### src/rtl/zx_video_fetch.sv
// zx_video_fetch: ZX Spectrum 48K screen fetcher and RGBI raster generator.
// Reads bitmap/attribute bytes from video RAM, emits pixels, syncs and IRQ.
module zx_video_fetch #(
  parameter int AW = 13
) (
  input  logic          clock,
  input  logic          reset,
  input  logic          ce,
  input  logic [2:0]    border,
  output logic          mce,
  output logic [AW-1:0] ma,
  input  logic [7:0]    mq,
  output logic [3:0]    rgbi,
  output logic          blank,
  output logic          hsync,
  output logic          vsync,
  output logic          irq
);

  localparam logic [8:0] H_LAST = 9'd447;
  localparam logic [8:0] V_LAST = 9'd311;

  logic [8:0]  hc;
  logic [8:0]  vc;
  logic [4:0]  fcnt;

  logic        fetch_area;
  logic        rd_bmp;
  logic        rd_att;
  logic        rd_go;
  logic [12:0] bmp_addr;
  logic [12:0] att_addr;
  logic [12:0] rd_addr;

  logic        mce_att;
  logic        pend;
  logic        pend_att;
  logic [7:0]  bmp_lat;
  logic [7:0]  att_lat;
  logic [7:0]  shift;
  logic [7:0]  attr;

  logic        in_win;
  logic        in_blank;
  logic        in_hs;
  logic        in_vs;
  logic        in_irq;
  logic        pix;
  logic [2:0]  pix_col;
  logic [3:0]  rgbi_nx;

  // Raster counters
  always_ff @(posedge clock or posedge reset) begin
    if (reset) begin
      hc   <= '0;
      vc   <= '0;
      fcnt <= '0;
    end else if (ce) begin
      if (hc == H_LAST) begin
        hc <= '0;
        if (vc == V_LAST) begin
          vc   <= '0;
          fcnt <= fcnt + 5'd1;
        end else begin
          vc <= vc + 9'd1;
        end
      end else begin
        hc <= hc + 9'd1;
      end
    end
  end

  always_comb begin
    fetch_area = (vc < 9'd192) && (hc < 9'd256);
    rd_bmp     = fetch_area && (hc[2:0] == 3'd0);
    rd_att     = fetch_area && (hc[2:0] == 3'd2);
    rd_go      = ce && (rd_bmp || rd_att);
    bmp_addr   = {vc[7:6], vc[2:0], vc[5:3], hc[7:3]};
    att_addr   = 13'h1800 + {3'b000, vc[7:3], hc[7:3]};
    rd_addr    = rd_att ? att_addr : bmp_addr;
  end

  always_ff @(posedge clock or posedge reset) begin
    if (reset) begin
      mce     <= 1'b0;
      mce_att <= 1'b0;
      ma      <= '0;
    end else begin
      mce <= rd_go;
      if (rd_go) begin
        mce_att <= rd_att;
        ma      <= AW'(rd_addr);
      end
    end
  end

  // RAM returns data one clock after it samples mce; latch regardless of ce
  always_ff @(posedge clock or posedge reset) begin
    if (reset) begin
      pend     <= 1'b0;
      pend_att <= 1'b0;
      bmp_lat  <= '0;
      att_lat  <= '0;
    end else begin
      pend     <= mce;
      pend_att <= mce_att;
      if (pend) begin
        if (pend_att) att_lat <= mq;
        else          bmp_lat <= mq;
      end
    end
  end

  always_ff @(posedge clock or posedge reset) begin
    if (reset) begin
      shift <= '0;
      attr  <= '0;
    end else if (ce) begin
      if (hc[2:0] == 3'd7) begin
        shift <= bmp_lat;
        attr  <= att_lat;
      end else begin
        shift <= {shift[6:0], 1'b0};
      end
    end
  end

  always_comb begin
    in_win   = (vc < 9'd192) && (hc >= 9'd8) && (hc < 9'd264);
    in_blank = ((hc >= 9'd320) && (hc <= 9'd415))
            || ((vc >= 9'd248) && (vc <= 9'd255));
    in_hs    = (hc >= 9'd344) && (hc <= 9'd375);
    in_vs    = (vc >= 9'd248) && (vc <= 9'd251);
    in_irq   = (vc == 9'd248) && (hc < 9'd64);
    pix      = shift[7] ^ (attr[7] & fcnt[4]);
    pix_col  = pix ? attr[2:0] : attr[5:3];
    rgbi_nx  = {border, 1'b0};
    if (in_blank)    rgbi_nx = 4'd0;
    else if (in_win) rgbi_nx = {pix_col, attr[6]};
  end

  always_ff @(posedge clock or posedge reset) begin
    if (reset) begin
      rgbi  <= '0;
      blank <= 1'b1;
      hsync <= 1'b0;
      vsync <= 1'b0;
      irq   <= 1'b0;
    end else if (ce) begin
      rgbi  <= rgbi_nx;
      blank <= in_blank;
      hsync <= in_hs;
      vsync <= in_vs;
      irq   <= in_irq;
    end
  end

endmodule

### config.mk
export PLATFORM = sky130hd
export DESIGN_NAME = zx_video_fetch
export DESIGN_NICKNAME = d
export VERILOG_FILES = /design/src/rtl/zx_video_fetch.sv
export SDC_FILE = /design/constraint.sdc
export NUM_CORES = 1
export LEC_CHECK = 0
export BUFFER_PORTS_ARGS = -buffer_cell sky130_fd_sc_hd__buf_4
export CAP_MARGIN = 20
export CORE_MARGIN = 2
export CORE_UTILIZATION = 35
export DETAILED_ROUTE_END_ITERATION = 7
export PLACE_DENSITY = 0.58
export REMOVE_ABC_BUFFERS = 1
export SETUP_SLACK_MARGIN = 0.3
export SYNTH_ARGS = -nofsm -noshare
export SYNTH_HDL_FRONTEND = slang
export SYNTH_SLANG_ARGS = --single-unit
### constraint.sdc
create_clock -name clock -period 6.96 [get_ports clock]
set_clock_uncertainty 0.15 [all_clocks]
set_input_delay 0.696 -clock clock [delete_from_list [all_inputs] [get_ports clock]]
set_output_delay 0.696 -clock clock [all_outputs]
set_load 0.01 [all_outputs]
==> reports/metrics.yaml, run 1 <==
power:
  share_comb_of_total_power: 0.142
  ir_drop_mv: 0.0799
  power.sequential.fraction: 0.563
  power_density_nw_per_um2: 234
  clock_power_share: 0.295
  cellLeakagePower_nw: 1.97
  power_switching_share: 0.285
  switchingPower_uw: 284
  p_int_uw: 711
yosys:
  synth_cell_type_count: 49
  netlist_instances: 324
  synthesis.yosys.warnings: 0
  synth_enable_flop_cells: 0
  most_used_standard_cells_in_the_synthesized_netlist: "79 x sky130_fd_sc_hd__dfrtp_1, 37 x sky130_fd_sc_hd__mux2_2, 22 x sky130_fd_sc_hd__nor2_1"
  mappedNetlistArea_um2: 3690
  synth_area_leaders: "sky130_fd_sc_hd__dfrtp_1 54%, sky130_fd_sc_hd__mux2_2 11%, sky130_fd_sc_hd__ha_1 2.7%"
  ys_async_sr_fraction: 1.00
  synth_top_cell_area_share: 0.535
  syn_avg_cell_area_um2: 11.4
  sequential_to_total_area_share_from_yosys_stat: 0.543
  synth_top_area_cell: "sky130_fd_sc_hd__dfrtp_1"
  dominantRegCellSynth: "sky130_fd_sc_hd__dfrtp_1"
  synth.most_common_cell: "sky130_fd_sc_hd__dfrtp_1"
  yosys_register_bits: 80
timing:
  min_period_over_period: 0.343
  setup-violations-final: 0
  period_minus_slack_ps: 2390
  worst-slew-pin-transition_ps: 807
  timing.final.hold_violations: 0
  hold_slack_ps: 241
  max_fclk_mhz: 419
  finalMaxSlewViolations: 0
  tns_ps: 0
  worst_slew_margin_rel: 0.459
  grt_setup_unrepaired: "no"
routing:
  drt-wirelength-per-cell_um: 14.6
  drc_errors: 0
  first_iter_violations: 106
  drtAntennaViolNets: 0
  firstDrtPassIters: 4
  routed_vias: 2517
  via_per_inst: 5.08
  wirelength_um: 7220
floorplanning:
  core.rowCount: 37
  die_y_um: 107
  initial_core_utilization: 0.359
  coreArea_um2: 10300
  die-area_um2: 11400
  dieWidth_um: 107
  io_pins: 36
critical_path:
  endpoint_kind: "flop"
  timing.critical_path.required_ps: 7050
  worst-r2r-cell-count: 3
  worst-path-max-fanout: 40
  worstPathBufferInverterCount: 1
  timing.rr.start: "vc[7]"
  r2r_end: "ma[5]"
  critical_path.cell_chain: "buf_4, nand3_1, nor3_2, nand2_1, mux2_2"
  worst_path_dominant_cell_family: "simple AND/OR/NAND/NOR gates"
  critical_path.max_stage_delay_ps: 700
  startpoint_type: "primary input"
  critical_path_arrival_ps: 2480
  r2r_slack_ps: 4590
  crit_path_top_delay_cell: "sky130_fd_sc_hd__nor3_2"
  path_class: "primary input to flop"
global_routing:
  overflow: 0
  grt_first_pass_wirelength_um: 12000
  grt_util_all_layers: 0.137
  antenna_found_initial: 0
  number_of_global_route_vias_before_repair: 2403
  grt_max_degree: 81
finish:
  syn2layout_area_growth_pct: 15.0
  fillerInstances: 1007
  antenna_cells_inserted: 0
  post_route_cells_drive_above_1_share: 0.265
  area.sequential_um2: 2000
  design.final.nets: 376
  multi_input_area_um2: 1540
cts:
  post_cts_buffers: 0
  clock_sinks: 80
  clk_pin_slew_worst_paths_ps: 80
  cts-root-buf: "sky130_fd_sc_hd__clkbuf_8"
  numCtsBuffers: 9
  htreeDepth: 3
  cts_repair_resize_count: 0
  cts_tree: "yes"
  clk-insertion-delay-late_ps: 360
  clock_tree.buffer_depth: 2
  cts_hold_buf: 0
run:
  max_cap_viol_count: 0
placement:
  gp_routability_congestion: 0.828
  buffer_ports.inserted: 35
  post-dp-hpwl_um: 5000
run_status:
  outcome: "complete, no violations"
worst_hold_path:
  worst_hold_path_type: "primary input to async pin"
[flip-flops by register name, summed over array words and instances, names as in the netlist, 4 cells and up]
| name | cells |
|---|---|
| attr | 8 |
| shift | 8 |
| fcnt | 5 |
| hc | 9 |
| att_lat | 8 |
| vc | 9 |
| ma | 13 |
| bmp_lat | 8 |
| rgbi | 4 |
[power groups by stage]
stage	combinational (mW)	sequential, mW	clock, mW
global placement	0.137	0.569	0
finish	0.141	0.560	0.294
CTS	0.141	0.560	0.305
global route	0.158	0.570	0.323
detailed placement	0.140	0.570	0
floorplan	0.105	0.556	0
[worst max-delay path by stage]
stage           from          to  slack, ps  cells after the start
4_1_cts        vc[7]       ma[5]       4540                      3
2_1_floorplan  reset  att_lat[0]       4060                      1
6_report          ce     fcnt[1]       4570                      5
5_1_grt        vc[7]       ma[7]       4390                      3
3_3_place_gp      ce     fcnt[1]       4240                      5
3_5_place_dp      ce     fcnt[1]       4170                      5
[logic make-up (layout without fill, tap and decap cells)]
family | after synthesis | after routing | share of synthesized area
compound gates | 51 | 51 | 0.0898
xor+xnor | 11 | 11 | 0.0261
fa+ha+maj | 8 | 8 | 0.0271
buf+inv | 35 | 70 | 0.0393
flops | 80 | 80 | 0.543
mux | 47 | 47 | 0.140
simple gates | 92 | 92 | 0.135
[final cells by class]
type                    instances  share of cell area
flip-flops and latches         80               0.472
clock inverters                 6             0.00884
well taps                     136              0.0401
clock buffers                  10              0.0301
multi-input cells             209               0.364
repair buffers                 37              0.0701
inverters                      17              0.0153
[routing by layer]
metal	routed length [um]	track usage
met5	0	0
met4	127	0.0612
met3	226	0.0347
met2	3320	0.202
met1	3550	0.190
[placed cells by master, fill, tap and decap left out, drive strengths merged, types with 4 or more instances in the layout]
master and instances:
a2111oi 4, a21oi 18, buf 37, clkbuf 10
clkinv 4, dfrtp 79, ha 8, inv 16
mux2 37, mux2i 10, nand2 13, nand3 13
nand4 5, nor2 22, nor2b 6, nor3 4
o21ai 12, or3 5, xnor2 7, xor2 4
[stage by stage]
step | utilization | total power, mW | std cells | instance area, um2 | setup WS (ps)
2_1_floorplan | - | 0.661 | 306 | 3610 | 4060
3_3_place_gp | 0.394 | 0.706 | 478 | 4050 | 4240
3_5_place_dp | 0.394 | 0.710 | 478 | 4050 | 4170
4_1_cts | 0.410 | 1.01 | 494 | 4220 | 4540
5_1_grt | 0.413 | 1.05 | 495 | 4250 | 4390
6_report | 0.413 | 0.995 | 495 | 4250 | 4570
[worst min-delay path: cells and delay by family]
kind | cells | cell delay, ps
buffers and inverters | 3 | 460
No activity file was read; power rests on OpenSTA's default activity.
==> run 2: changes to the inputs <==
clock period = 2.5 ns   (was 6.96 ns; I/O delays follow)
==> reports/metrics.yaml, run 2 (synthesis results as in run 1) <==
run_status:
  outcome: "complete, no violations"
run:
  max_cap_viol_count: 0  # unchanged
finish:
  fillerInstances: 974  # -3.3%
  design.final.nets: 389  # +3.5%
  post_route_cells_drive_above_1_share: 0.272  # +0.00761
  multi_input_area_um2: 1550  # +0.41%
  largest_register_ff_count: 13  # unchanged
  finalCoreUtilization: 0.432  # +0.0191
  area.sequential_um2: 2000  # unchanged
  post_route_design_area_um2: 4440  # +4.6%
  reg.largest.list: "ma x13, hc x9, vc x9"
  syn2layout_area_growth_pct: 20.3
  antenna_cells_inserted: 0  # unchanged
  mostFrequentLayoutCell: "sky130_fd_sc_hd__dfrtp_1"
  layout_common_cells: "79 x sky130_fd_sc_hd__dfrtp_1, 40 x sky130_fd_sc_hd__buf_4, 37 x sky130_fd_sc_hd__mux2_2"
  regMostFlops: "ma"
cts:
  numCtsBuffers: 9  # unchanged
  htreeDepth: 3  # unchanged
  cts_tree: "yes"
  clk_pin_slew_worst_paths_ps: 80  # about the same
  clk-insertion-delay-late_ps: 350  # about the same
  clock_sinks: 80  # unchanged
  cts-root-buf: "sky130_fd_sc_hd__clkbuf_8"
  clock_tree.buffer_depth: 2  # unchanged
  post_cts_buffers: 0  # unchanged
floorplanning:
  core.rowCount: 37  # unchanged
  die-area_um2: 11400  # unchanged
  initial_core_utilization: 0.359  # unchanged
  dieWidth_um: 107  # unchanged
  io_pins: 36  # unchanged
  die_y_um: 107  # unchanged
  coreArea_um2: 10300  # unchanged
timing:
  worst_slew_margin_rel: 0.610  # +0.151
  postLayoutSetupSlackWorst_ps: 429  # -4140 ps
  period_minus_slack_ps: 2070
  hold_slack_ps: 110  # -130 ps
  min_period_over_period: 0.828
  max_fclk_mhz: 483
  timing.final.hold_violations: 0  # unchanged
  finalMaxSlewViolations: 0  # unchanged
  worst-slew-pin-transition_ps: 570  # -236 ps
  grt_setup_unrepaired: "no"
  tns_ps: 0  # unchanged
  setup-violations-final: 0  # unchanged
critical_path:
  critical_path_arrival_ps: 2160  # -320 ps
  critical_path.cell_chain: "a2111oi_2, o211a_2, mux2_2"
  timing.critical_path.required_ps: 2590  # -4460 ps
  endpoint_kind: "flop"
  startpoint_type: "flop"
  worst-path-max-fanout: 12  # -70%
  path_class: "flop to flop"
  critical_path.max_stage_delay_ps: 510  # -190 ps
  crit_path_top_delay_cell: "sky130_fd_sc_hd__dfrtp_1"
routing:
  routed_vias: 2593  # +3.0%
  via_per_inst: 5.11  # +0.58%
  firstDrtPassIters: 4  # unchanged
  wirelength_um: 7780  # +7.7%
  drtAntennaViolNets: 0  # unchanged
  drt-wirelength-per-cell_um: 15.3  # +5.2%
  drc_errors: 0  # unchanged
  first_iter_violations: 125  # +18%
placement:
  place_ws_ps: 361  # -3810 ps
  gp_routability_congestion: 0.775  # -6.4%
  buffer_ports.inserted: 35  # unchanged
  placed_cell_area_um2: 4100  # +1.2%
  post-dp-hpwl_um: 5480  # +9.6%
global_routing:
  antenna_found_initial: 0  # unchanged
  overflow: 0  # unchanged
  number_of_global_route_vias_before_repair: 2561  # +6.6%
  grt_max_degree: 60  # -26%
  grt_util_all_layers: 0.147  # +0.0101
  grt_first_pass_wirelength_um: 13100  # +9.4%
power:
  cellLeakagePower_nw: 2.06  # +4.3%
  power_density_nw_per_um2: 702  # +200%
  ir_drop_mv: 0.249  # +210%
worst_hold_path:
  worst_hold_path_type: "primary input to flop"
==> run 2: changes by cell type in the layout (fill, tap and decap cells not counted), sizes merged <==
cell         previous run  this run
clkinv                  4         1
clkinvlp                3         2
bufinv                  0         3
buf                    37        41
dlygate4sd3             0         9
==> run 2: area by class of cell <==
type                    count  share of cell area
flip-flops and latches     80               0.451
multi-input cells         209               0.349
clock buffers              10              0.0310
well taps                 136              0.0383
repair buffers             50              0.0924
clock inverters             5              0.0237
inverters                  17              0.0146
==> run 2: critical path, delay by kind of cell (launching register included) <==
family | cells | cell delay, ps
AOI/OAI and AO/OA | 2 | 920
DFF | 1 | 510
muxes | 1 | 380
==> run 2: final timing paths <==
path	start	to	slack, ps	depth (start not counted)
setup / recovery	vc[7]	ma[1]	430	3
hold / removal	ce	vsync	110	2
setup reg to reg	vc[7]	ma[1]	430	3
hold reg to reg	mce_att	pend_att	280	0
max in group asynchronous	reset	blank	1250	4
min in group asynchronous	reset	ma[8]	280	3
==> run 2: power by group <==
part / switching, mW / internal, mW
clock network: 0.462 / 0.685
registers: 0.135 / 1.43
logic: 0.201 / 0.207
==> run 2: layer usage <==
layer | share of wire | vias up | track usage
met5 | 0 | - | 0
met4 | 0.025 | 0 | 0.0788
met3 | 0.037 | 15 | 0.0237
met2 | 0.44 | 64 | 0.216
met1 | 0.49 | 1275 | 0.208
li1 | - | 1239 | -
==> run 2: stage by stage <==
step	std cells	power [mW]
after global placement	483	1.97
after floorplan	306	1.84
after global routing	507	3.29
after detailed placement	483	1.99
after CTS	507	3.16
final	507	3.12
==> run 2: what timing repair did <==
action,4_1_cts,5_1_grt
hold endpoints to repair,36,0
setup endpoints to repair,0,19
resized for setup,0,2
hold buffers,9,0
==> run 3: changes to the inputs <==
ABC_AREA = 1   (was unset)
clock period = 2.02 ns   (was 2.5 ns; I/O delays follow)
==> reports/metrics.yaml, run 3 <==
timing:
  min_period_over_period: 0.820  # -0.00808
  worst-slew-pin-transition_ps: 485  # -85.7 ps
  timing.final.hold_violations: 0  # unchanged
  setup-violations-final: 0  # unchanged
  hold_slack_ps: 2.42  # -108 ps
  max_fclk_mhz: 604  # +25%
  grt_setup_unrepaired: "yes"
  worst_slew_margin_rel: 0.676  # +0.0662
  finalMaxSlewViolations: 0  # unchanged
  tns_ps: 0  # unchanged
  period_minus_slack_ps: 1660  # -414 ps
cts:
  cts-root-buf: "sky130_fd_sc_hd__clkbuf_8"
  htreeDepth: 3  # unchanged
  clock_sinks: 80  # unchanged
  clock_tree.buffer_depth: 2  # unchanged
  cts_tree: "yes"
  clk-insertion-delay-late_ps: 370  # +20 ps
  clk_pin_slew_worst_paths_ps: 90  # about the same
  numCtsBuffers: 9  # unchanged
critical_path:
  worst-r2r-cell-count: 6  # +3
  startpoint_type: "flop"
  worst-path-max-fanout: 15  # +3
  timing.critical_path.required_ps: 2170  # -420 ps
  timing.rr.start: "hc[1]"
  critical_path_arrival_ps: 1800  # -360 ps
  r2r_end: "shift[6]"
  path_class: "flop to flop"
  r2r_slack_ps: 360  # -70 ps
  endpoint_kind: "flop"
placement:
  post-dp-hpwl_um: 5780  # +5.4%
  place.detailed.instances: 591  # +22%
  gp_routability_congestion: 0.822  # +6.1%
  placed_cell_area_um2: 4150  # +1.2%
  buffer_ports.inserted: 35  # unchanged
yosys:
  synth_enable_flop_cells: 0  # unchanged
  synth_top_cell_area_share: 0.530  # -0.00539
  yosys_register_bits: 80  # unchanged
  synth_cell_type_count: 31  # -37%
  most_used_standard_cells_in_the_synthesized_netlist: "117 x sky130_fd_sc_hd__nand2_1, 79 x sky130_fd_sc_hd__dfrtp_1, 50 x sky130_fd_sc_hd__o21ai_0"
  synth.most_common_cell: "sky130_fd_sc_hd__nand2_1"
  syn_avg_cell_area_um2: 8.71  # -24%
  netlist_instances: 428  # +32%
  ys_async_sr_fraction: 1.00  # unchanged
  synthesis.yosys.warnings: 0  # unchanged
  sequential_to_total_area_share_from_yosys_stat: 0.537  # -0.00546
  synth_area_leaders: "sky130_fd_sc_hd__dfrtp_1 53%, sky130_fd_sc_hd__nand2_1 12%, sky130_fd_sc_hd__o21ai_0 6.7%"
  dominantRegCellSynth: "sky130_fd_sc_hd__dfrtp_1"
  mappedNetlistArea_um2: 3730  # +1.0%
  synth_top_area_cell: "sky130_fd_sc_hd__dfrtp_1"
finish:
  post_route_cells_drive_above_1_share: 0.235  # -0.0373
  reg.largest.list: "ma x13, hc x9, vc x9"
  layout_common_cells: "111 x sky130_fd_sc_hd__nand2_1, 74 x sky130_fd_sc_hd__dfrtp_1, 50 x sky130_fd_sc_hd__buf_4"
  syn2layout_area_growth_pct: 27.2
  largest_register_ff_count: 13  # unchanged
  mostFrequentLayoutCell: "sky130_fd_sc_hd__nand2_1"
  design.final.nets: 515  # +32%
  regMostFlops: "ma"
  post_route_design_area_um2: 4740  # +6.8%
  finish.cell_count_without_fillers: 634  # +25%
  fillerInstances: 1017  # +4.4%
  antenna_cells_inserted: 0  # unchanged
run_status:
  outcome: "complete, no violations"
routing:
  drtAntennaViolNets: 0  # unchanged
  routed_vias: 3013  # +16%
  via_per_inst: 4.75  # -7.1%
  drt-wirelength-per-cell_um: 13.6  # -11%
  firstDrtPassIters: 4  # unchanged
  drc_errors: 0  # unchanged
  first_iter_violations: 128  # +2.4%
  wirelength_um: 8640  # +11%
power:
  power.sequential.fraction: 0.474  # -0.027
  cellLeakagePower_nw: 2.39  # +16%
  p_int_mw: 3.46  # +49%
  ir_drop_mv: 0.400  # +61%
  power_density_nw_per_um2: 1080  # +54%
  share_comb_of_total_power: 0.266  # +0.135
  switchingPower_mw: 1.67  # +110%
  design_power_total_mw: 5.13  # +65%
  clock_power_share: 0.260  # -0.108
  power_switching_share: 0.326  # +0.0696
worst_hold_path:
  hold_path.startpoint: "ce"
  min_delay_worst_endpoint: "hc[1]"
  min_path_cells: 2  # unchanged
  worst_hold_path_type: "primary input to flop"
global_routing:
  number_of_global_route_vias_before_repair: 2967  # +16%
  overflow: 0  # unchanged
  grt_util_all_layers: 0.163  # +0.0160
  grt_max_degree: 81  # +35%
  antenna_found_initial: 0  # unchanged
  grt_first_pass_wirelength_um: 14500  # +11%
floorplanning:
  core.rowCount: 37  # unchanged
  dieWidth_um: 107  # +0.49%
  initial_core_utilization: 0.361  # +0.00202
  coreArea_um2: 10300  # +0.45%
  die-area_um2: 11500  # +0.98%
  io_pins: 36  # unchanged
  die_y_um: 107  # +0.49%
run:
  max_cap_viol_count: 0  # unchanged
[run 3: cell count changes after synthesis, sizes merged, moves of 4 or more]
cell	previous run	this run
mux2	37	8
nand3	13	33
mux2i	10	0
xor2	4	10
o21ai	12	51
a2111oi	4	0
nand2	13	118
or3	5	0
inv	17	51
nor2b	6	0
xnor2	7	0
clkbuf	10	5
[run 3: cells by family (layout without fill, tap and decap cells)]
group                      count (synthesis)  in the layout  share of synthesized area
DFF                                       80             80                      0.537
AOI/OAI and AO/OA                         72             72                     0.0983
adders and majority gates                  8              8                     0.0268
muxes                                      8              8                     0.0242
buffers and inverters                     64            134                     0.0684
xor gates and xnor gates                  10             10                     0.0255
and+or+nand+nor                          186            186                      0.220
[run 3: what timing repair did]
item / 4_1_cts / 5_1_grt
hold buffers: 12 / 0
hold endpoints to repair: 98 / 0
buffers inserted: 6 / 8
resized for setup: 8 / 35
cloned: 1 / 0
setup endpoints to repair: 29 / 42
pin swaps: 1 / 7
[run 3: power by group through the flow]
stage	logic, mW	registers (mW)	clock network [mW]
2_1_floorplan	0.758	2.41	0
3_3_place_gp	1.23	2.44	0
3_5_place_dp	1.26	2.44	0
4_1_cts	1.34	2.42	1.35
5_1_grt	1.56	2.50	1.44
6_report	1.37	2.43	1.33
[run 3: per-stage QoR]
| stage | utilization | setup slack [ps] |
|---|---|---|
| floorplan | - | -382 |
| global placement | 0.402 | 216 |
| detailed placement | 0.402 | 178 |
| CTS | 0.442 | 306 |
| global route | 0.459 | 268 |
| finish | 0.459 | 363 |
[run 3: critical path, stage by stage, from the launching register on]
cell                      delay, ps
sky130_fd_sc_hd__dfrtp_2        460
sky130_fd_sc_hd__ha_4           200
sky130_fd_sc_hd__ha_1           220
sky130_fd_sc_hd__buf_4          200
sky130_fd_sc_hd__o21ai_0        180
sky130_fd_sc_hd__a21oi_1         60
sky130_fd_sc_hd__a21oi_1        110
[run 3: final cells by class]
type | instances | area [um2] | area share
clock buffers | 11 | 141 | 0.0298
clock inverters | 5 | 80.1 | 0.0169
inverters | 51 | 198 | 0.0417
flip-flops and latches | 80 | 2010 | 0.424
multi-input cells | 284 | 1590 | 0.335
repair buffers | 67 | 557 | 0.117
well taps | 136 | 170 | 0.0359
[run 3: worst max-delay path by stage]
stage | cells after the start | to | slack [ps] | from
floorplan | 1 | att_lat[0] | -380 | reset
global placement | 4 | attr[6] | 220 | hc[1]
detailed placement | 8 | ma[3] | 180 | hc[0]
CTS | 8 | fcnt[1] | 310 | hc[1]
global route | 8 | fcnt[1] | 270 | hc[1]
finish | 6 | shift[6] | 360 | hc[1]
[run 3: routing by layer]
metal | wire [um] | vias up | global-route usage
met1 | 4230 | 1437 | 0.229
met4 | 143 | 0 | 0.0798
met3 | 259 | 13 | 0.0255
li1 | - | 1514 | -
met5 | 0 | - | 0
met2 | 4000 | 49 | 0.245
